===== config.mk =====
export PLATFORM = sky130hd
export DESIGN_NAME = prim_sparse_fsm_chk_flop
export DESIGN_NICKNAME = d
export VERILOG_FILES = /design/src/rtl/prim_sparse_fsm_chk_flop.sv
export SDC_FILE = /design/constraint.sdc
export NUM_CORES = 1
export LEC_CHECK = 0
export BUFFER_PORTS_ARGS = -buffer_cell sky130_fd_sc_hd__buf_2
export CORE_ASPECT_RATIO = 1.5
export CORE_MARGIN = 8
export CORE_UTILIZATION = 50
export CTS_CLUSTER_DIAMETER = 120
export CTS_CLUSTER_SIZE = 8
export DETAILED_ROUTE_END_ITERATION = 7
export HOLD_SLACK_MARGIN = 0.06
export PLACE_DENSITY = 0.75
export SYNTH_ARGS = -nofsm -noshare
export SYNTH_HDL_FRONTEND = slang
export SYNTH_SLANG_ARGS = --single-unit

===== constraint.sdc =====
create_clock -name clk_i -period 6.7 [get_ports clk_i]
set_input_delay 1.34 -clock clk_i [delete_from_list [all_inputs] [get_ports clk_i]]
set_output_delay 1.34 -clock clk_i [all_outputs]
set_load 0.005 [all_outputs]

===== src/rtl/prim_sparse_fsm_chk_flop.sv =====
// prim_sparse_fsm_chk_flop
//
// Hardened state register for sparse-encoded FSMs. It replaces a plain state
// flop: the FSM's next-state logic drives state_i and the FSM reads state_o.
// Around the state register it adds:
//   - a legal-encoding check on every commit,
//   - an inverted shadow copy compared every cycle (optional),
//   - a dwell-time watchdog for non-exempt states (optional),
//   - a saturating transition counter.
// Any detected fault forces the register into ErrorState, sets a sticky
// error flag with sticky cause bits, and pulses alert_o for one cycle. Only
// reset leaves the fault mode.
//
// Ports
//   clk_i        in   1     clock
//   rst_i        in   1     asynchronous active-high reset
//   en_i         in   1     commit state_i at this edge
//   state_i      in   W     next state from the FSM
//   state_o      out  W     registered state (reset: ResetState)
//   err_o        out  1     sticky error flag
//   err_cause_o  out  3     sticky causes {dwell, mismatch, illegal}
//   alert_o      out  1     one-cycle pulse on entry into fault mode
//   trans_cnt_o  out  CntW  saturating count of state changes

module prim_sparse_fsm_chk_flop #(
  parameter type                      StateEnumT   = logic [8:0],
  parameter int                       NumLegal     = 4,
  parameter StateEnumT [NumLegal-1:0] LegalStates  = '0,
  parameter StateEnumT                ResetState   = '0,
  parameter StateEnumT                ErrorState   = '1,
  parameter bit                       EnableShadow = 1'b1,
  parameter int                       MaxDwell     = 0,
  parameter int                       CntW         = 16
) (
  input  logic             clk_i,
  input  logic             rst_i,
  input  logic             en_i,
  input  StateEnumT        state_i,
  output StateEnumT        state_o,
  output logic             err_o,
  output logic [2:0]       err_cause_o,
  output logic             alert_o,
  output logic [CntW-1:0]  trans_cnt_o
);

  localparam int W = $bits(StateEnumT);

  // The dwell counter only needs to reach MaxDwell; keep one bit when the
  // watchdog is disabled so the declarations stay legal.
  localparam int DwW = (MaxDwell > 0) ? $clog2(MaxDwell + 1) : 1;
  localparam logic [DwW-1:0] DwellMax  = (MaxDwell > 0) ? DwW'(MaxDwell) : '0;
  localparam logic [DwW-1:0] DwellLast = (MaxDwell > 0) ? DwW'(MaxDwell - 1) : '0;
  localparam logic [CntW-1:0] CntSat   = {CntW{1'b1}};

  // An encoding is legal if it is one of the listed states or the error state.
  function automatic logic is_legal(input logic [W-1:0] s);
    logic hit;
    hit = (s == ErrorState);
    for (int i = 0; i < NumLegal; i++) begin
      hit = hit | (s == LegalStates[i]);
    end
    return hit;
  endfunction

  // Registers
  StateEnumT        state_r;
  logic [DwW-1:0]   dwell_r;
  logic [CntW-1:0]  cnt_r;
  logic             err_r;     // 0 = RUN, 1 = FAULT
  logic [2:0]       cause_r;
  logic             alert_r;

  // Combinational helpers
  StateEnumT        state_nxt_s;
  logic             chg_commit_s;
  logic             illegal_s;
  logic             mismatch_s;
  logic             dwell_s;
  logic [2:0]       cause_new_s;
  logic             any_err_s;
  logic [DwW-1:0]   dwell_inc_s;

  // Error-source evaluation; in FAULT en_i is ignored, so only mismatch can add causes.
  always_comb begin
    chg_commit_s = en_i && (state_i != state_r);

    if (!err_r) begin
      illegal_s = en_i && !is_legal(state_i);
    end else begin
      illegal_s = 1'b0;
    end

    if ((MaxDwell != 0) && !err_r) begin
      dwell_s = (state_r != ResetState) && (state_r != ErrorState) &&
                !chg_commit_s && (dwell_r == DwellLast);
    end else begin
      dwell_s = 1'b0;
    end

    cause_new_s = {dwell_s, mismatch_s, illegal_s};
    any_err_s   = |cause_new_s;
  end

  // Saturating increment of the dwell counter (stays 0 when the watchdog is off).
  always_comb begin
    if (dwell_r >= DwellMax) begin
      dwell_inc_s = DwellMax;
    end else begin
      dwell_inc_s = dwell_r + DwW'(1);
    end
  end

  // Next value of the state register; shared with the shadow copy so both move in lockstep.
  always_comb begin
    state_nxt_s = state_r;
    if (err_r || any_err_s) begin
      state_nxt_s = ErrorState;
    end else if (en_i) begin
      state_nxt_s = state_i;
    end else begin
      state_nxt_s = state_r;
    end
  end

  // State, mode, cause, alert, dwell and transition-counter registers.
  always_ff @(posedge clk_i or posedge rst_i) begin
    if (rst_i) begin
      state_r <= ResetState;
      dwell_r <= '0;
      cnt_r   <= '0;
      err_r   <= 1'b0;
      cause_r <= 3'b000;
      alert_r <= 1'b0;
    end else if (err_r) begin
      // FAULT: parked in ErrorState, counters frozen, causes stay sticky.
      state_r <= state_nxt_s;
      cause_r <= cause_r | cause_new_s;
      alert_r <= 1'b0;
    end else if (any_err_s) begin
      // RUN -> FAULT: the offending state_i is dropped.
      state_r <= state_nxt_s;
      err_r   <= 1'b1;
      alert_r <= 1'b1;
      cause_r <= cause_r | cause_new_s;
    end else if (en_i) begin
      state_r <= state_nxt_s;
      alert_r <= 1'b0;
      if (chg_commit_s) begin
        dwell_r <= '0;
        if (cnt_r != CntSat) begin
          cnt_r <= cnt_r + CntW'(1);
        end else begin
          cnt_r <= cnt_r;
        end
      end else begin
        dwell_r <= dwell_inc_s;
      end
    end else begin
      alert_r <= 1'b0;
      dwell_r <= dwell_inc_s;
    end
  end

  if (EnableShadow) begin : g_shadow
    logic [W-1:0] shadow_r;

    // Inverted shadow copy of the state register.
    always_ff @(posedge clk_i or posedge rst_i) begin
      if (rst_i) begin
        shadow_r <= ~ResetState;
      end else begin
        shadow_r <= ~state_nxt_s;
      end
    end

    // A corrupted state flop shows up either as disagreement with the
    // shadow or as an encoding that no legal commit could have produced.
    assign mismatch_s = (state_r != ~shadow_r) || !is_legal(state_r);
  end else begin : g_no_shadow
    assign mismatch_s = 1'b0;
  end

  assign state_o     = state_r;
  assign err_o       = err_r;
  assign err_cause_o = cause_r;
  assign alert_o     = alert_r;
  assign trans_cnt_o = cnt_r;

endmodule


==> metrics <==
Initial DRC Count 75; HP Start err_cause_o[1]; DR pass1 iterations 4; Top FF cell, synth dfrtp_1; setup TNS 0 ns; cell area after synthesis 1860 um2; period utilization 46.5%; RR Startpoint state_o[1]; Total Routed Length 3930 um; global-route wire length before repair 6620 um; initial antenna violation count 0; slowest stage delay, CP 0.75 ns; Worst-path clk slew 0.07 ns; Clock Power Share 36.7%; DP HPWL 2890 um; grt total ovfl 0; Post-synth EDFFs 0; Max Slew Vio Count 0; vias 1,412; Final Util 59.4%; CTS sink count 38; Die Span X 65.8 um; routed wire length per instance 16.4 um; site row count 27; outcome completed; Port Buffers 40; Int Pwr 0.310 mW; Tmin final 3.12 ns; GR Util All Layers 13.9%; die height 90.7 um; Avg Vias per Cell 5.88; Max Clk Rate 321 MHz; hold path endpoint err_cause_o[1]; WP data required 6.87 ns; antenna-violating nets left 0; Final Hold Slack 0.460 ns; R2R Setup Slk 4.04 ns; endpoint of the worst register-to-register path trans_cnt_o[1]; latest clock arrival within the worst-skew pair 0.28 ns; critical path cell sequence buf_2 -> nand3_1 -> o31ai_1 -> a31oi_1 -> nor4b_4 -> mux2_2; max-cap violations 0; share of cells above drive strength 1 30.5%; Final Net Count 209; CORE AREA 3610 um2; Max-Slew Margin vs Limit 22.2%; clock skew 0.00695 ns; largest net degree at the start of global routing 39; Worst-Margin Slew 1.16 ns; kind of critical path input pin to register; Switching Fraction 21.5%; CP startpoint kind input pin; synth unique cells 40; delay-heaviest family, CP simple AND/OR/NAND/NOR gates; Root Driver clkbuf_8; Setup Viol. Count Final 0; Synth Register Bits 38; P_sw 0.0846 mW; post-CTS setup buffer count 0; CTS Buf Count 5; crit-path max FO 21; vias in the first global route 1,436; pwr dens 184 nW/um2; CP max-delay cell nor4b_4; hold crit path type register to register; H-tree depth 2; hold_buf cts 0; CTS max path bufs 2; RSZ-0062 raised after global routing no; die area 5970 um2; antenna cell count 0; Synthesized Nets 171; R2R depth 5; synthesis-to-finish area growth 15.3%; hold path cells 1; Ports 42; IR drop worst, VDD 0.137 mV; CP bufs+invs 1; routability cong. 0.963; TritonCTS clock tree built; number of gates resized after cts 0; sequential element share of the synthesized area 51.7%; P_leak 0.919 nW; Seq pwr share 58.4%; Syn Area/Cell 11.8 um2; number of remaining DRC errors 0; initial core utilization 51.5%; Final Hold Vio Count 0; yosys warns 0; Mapped Cells 158; asr flop ratio synth 100%; Logic pwr share 5.0%; Arr. time, crit path 3.29 ns; crit end category register
-- state kept, by name, summed over array words and instances (netlist names) --
name / cells
alert_o: 1
err_cause_o: 2
err_o: 1
g_shadow.shadow_r: 9
state_o: 9
trans_cnt_o: 16
-- area by class of cell --
class | instances | area [um2]
Tap cell | 43 | 53.8
Inverter | 1 | 3.75
Timing Repair Buffer | 41 | 208
Multi-Input combinational cell | 109 | 838
Fill cell | 308 | 1470
Sequential cell | 38 | 962
Clock buffer | 8 | 80.1
-- layout by cell type (no fill, tap or decap), drive strengths merged, types with 5 or more instances in the layout --
master / n
xor2: 5
a211o: 9
nand4: 11
a211oi: 9
clkbuf: 8
nand3: 9
dfstp: 9
and3: 5
dfrtp: 29
xnor2: 24
buf: 41
-- worst max-delay path by stage --
| stage | from | to | cells after the start |
|---|---|---|---|
| final | state_i[0] | trans_cnt_o[1] | 6 |
| after global routing | state_i[0] | trans_cnt_o[11] | 7 |
| after CTS | state_i[0] | trans_cnt_o[1] | 6 |
| after detailed placement | state_i[0] | trans_cnt_o[1] | 6 |
| after global placement | state_i[0] | trans_cnt_o[1] | 6 |
| after floorplan | state_i[0] | trans_cnt_o[3] | 8 |
-- worst reg2reg max path, cell delays in order (launching register included) --
cell and delay (ns):
dfrtp_1 0.47, nand4b_1 0.14, or3_4 0.41, a2111oi_4 0.41, nor4b_4 0.70, mux2_2 0.41
-- power by group through the flow --
| stage | registers [mW] | clock network (mW) | logic [mW] |
|---|---|---|---|
| floorplan | 0.234 | 0 | 0.0123 |
| global placement | 0.234 | 0 | 0.0189 |
| detailed placement | 0.234 | 0 | 0.0198 |
| CTS | 0.230 | 0.149 | 0.0199 |
| global route | 0.230 | 0.163 | 0.0221 |
| finish | 0.230 | 0.145 | 0.0196 |
-- through the flow --
| stage | worst slack [ns] | area, um2 | power, mW | instances |
|---|---|---|---|---|
| after detailed placement | 3.27 | 2070 | 0.254 | 232 |
| after global placement | 3.33 | 2070 | 0.253 | 232 |
| after global routing | 3.26 | 2150 | 0.415 | 240 |
| after CTS | 3.57 | 2150 | 0.399 | 240 |
| after floorplan | 3.92 | 1860 | 0.247 | 158 |
| final | 3.58 | 2150 | 0.394 | 240 |
-- layer usage --
| metal | part of all wire, % | wire length (um) | track usage, % | vias to the layer above |
|---|---|---|---|---|
| li1 | - | - | - | 656 |
| met1 | 38 | 1490 | 14.6 | 696 |
| met2 | 52 | 2040 | 23.3 | 50 |
| met3 | 7.5 | 296 | 5.09 | 10 |
| met4 | 2.4 | 94 | 6.58 | 0 |
| met5 | 0 | 0 | 0 | - |
-- synthesized netlist by cell type, drive strengths merged (2+ instances only) --
cell type	instances	area share [%]
clkbuf	5	1.0
a211oi	9	3.6
nor4b	2	1.7
o31ai	2	0.81
and3	5	1.7
dfrtp	29	39
a211o	9	4.2
nand2	4	0.81
xnor2	24	11
nor2	4	0.81
xor2	5	2.4
nand4	11	3.7
nor4	2	0.67
buf	5	2.1
dfstp	9	13
and4	4	1.9
nand3	9	2.4
nor2b	2	0.67
-- kinds of logic after synthesis --
family	after synthesis	share of synthesized area (%)
AND/OR/NAND/NOR	54	19.2
buffers and inverters	11	3.29
other	1	0.201
XOR/XNOR	29	13.6
AO/OA/AOI/OAI	23	10.8
multiplexers	1	0.605
flip-flops	38	51.7
adder cells (fa/ha/maj)	1	0.672
Note: power is estimated with default switching activity, not from simulation.
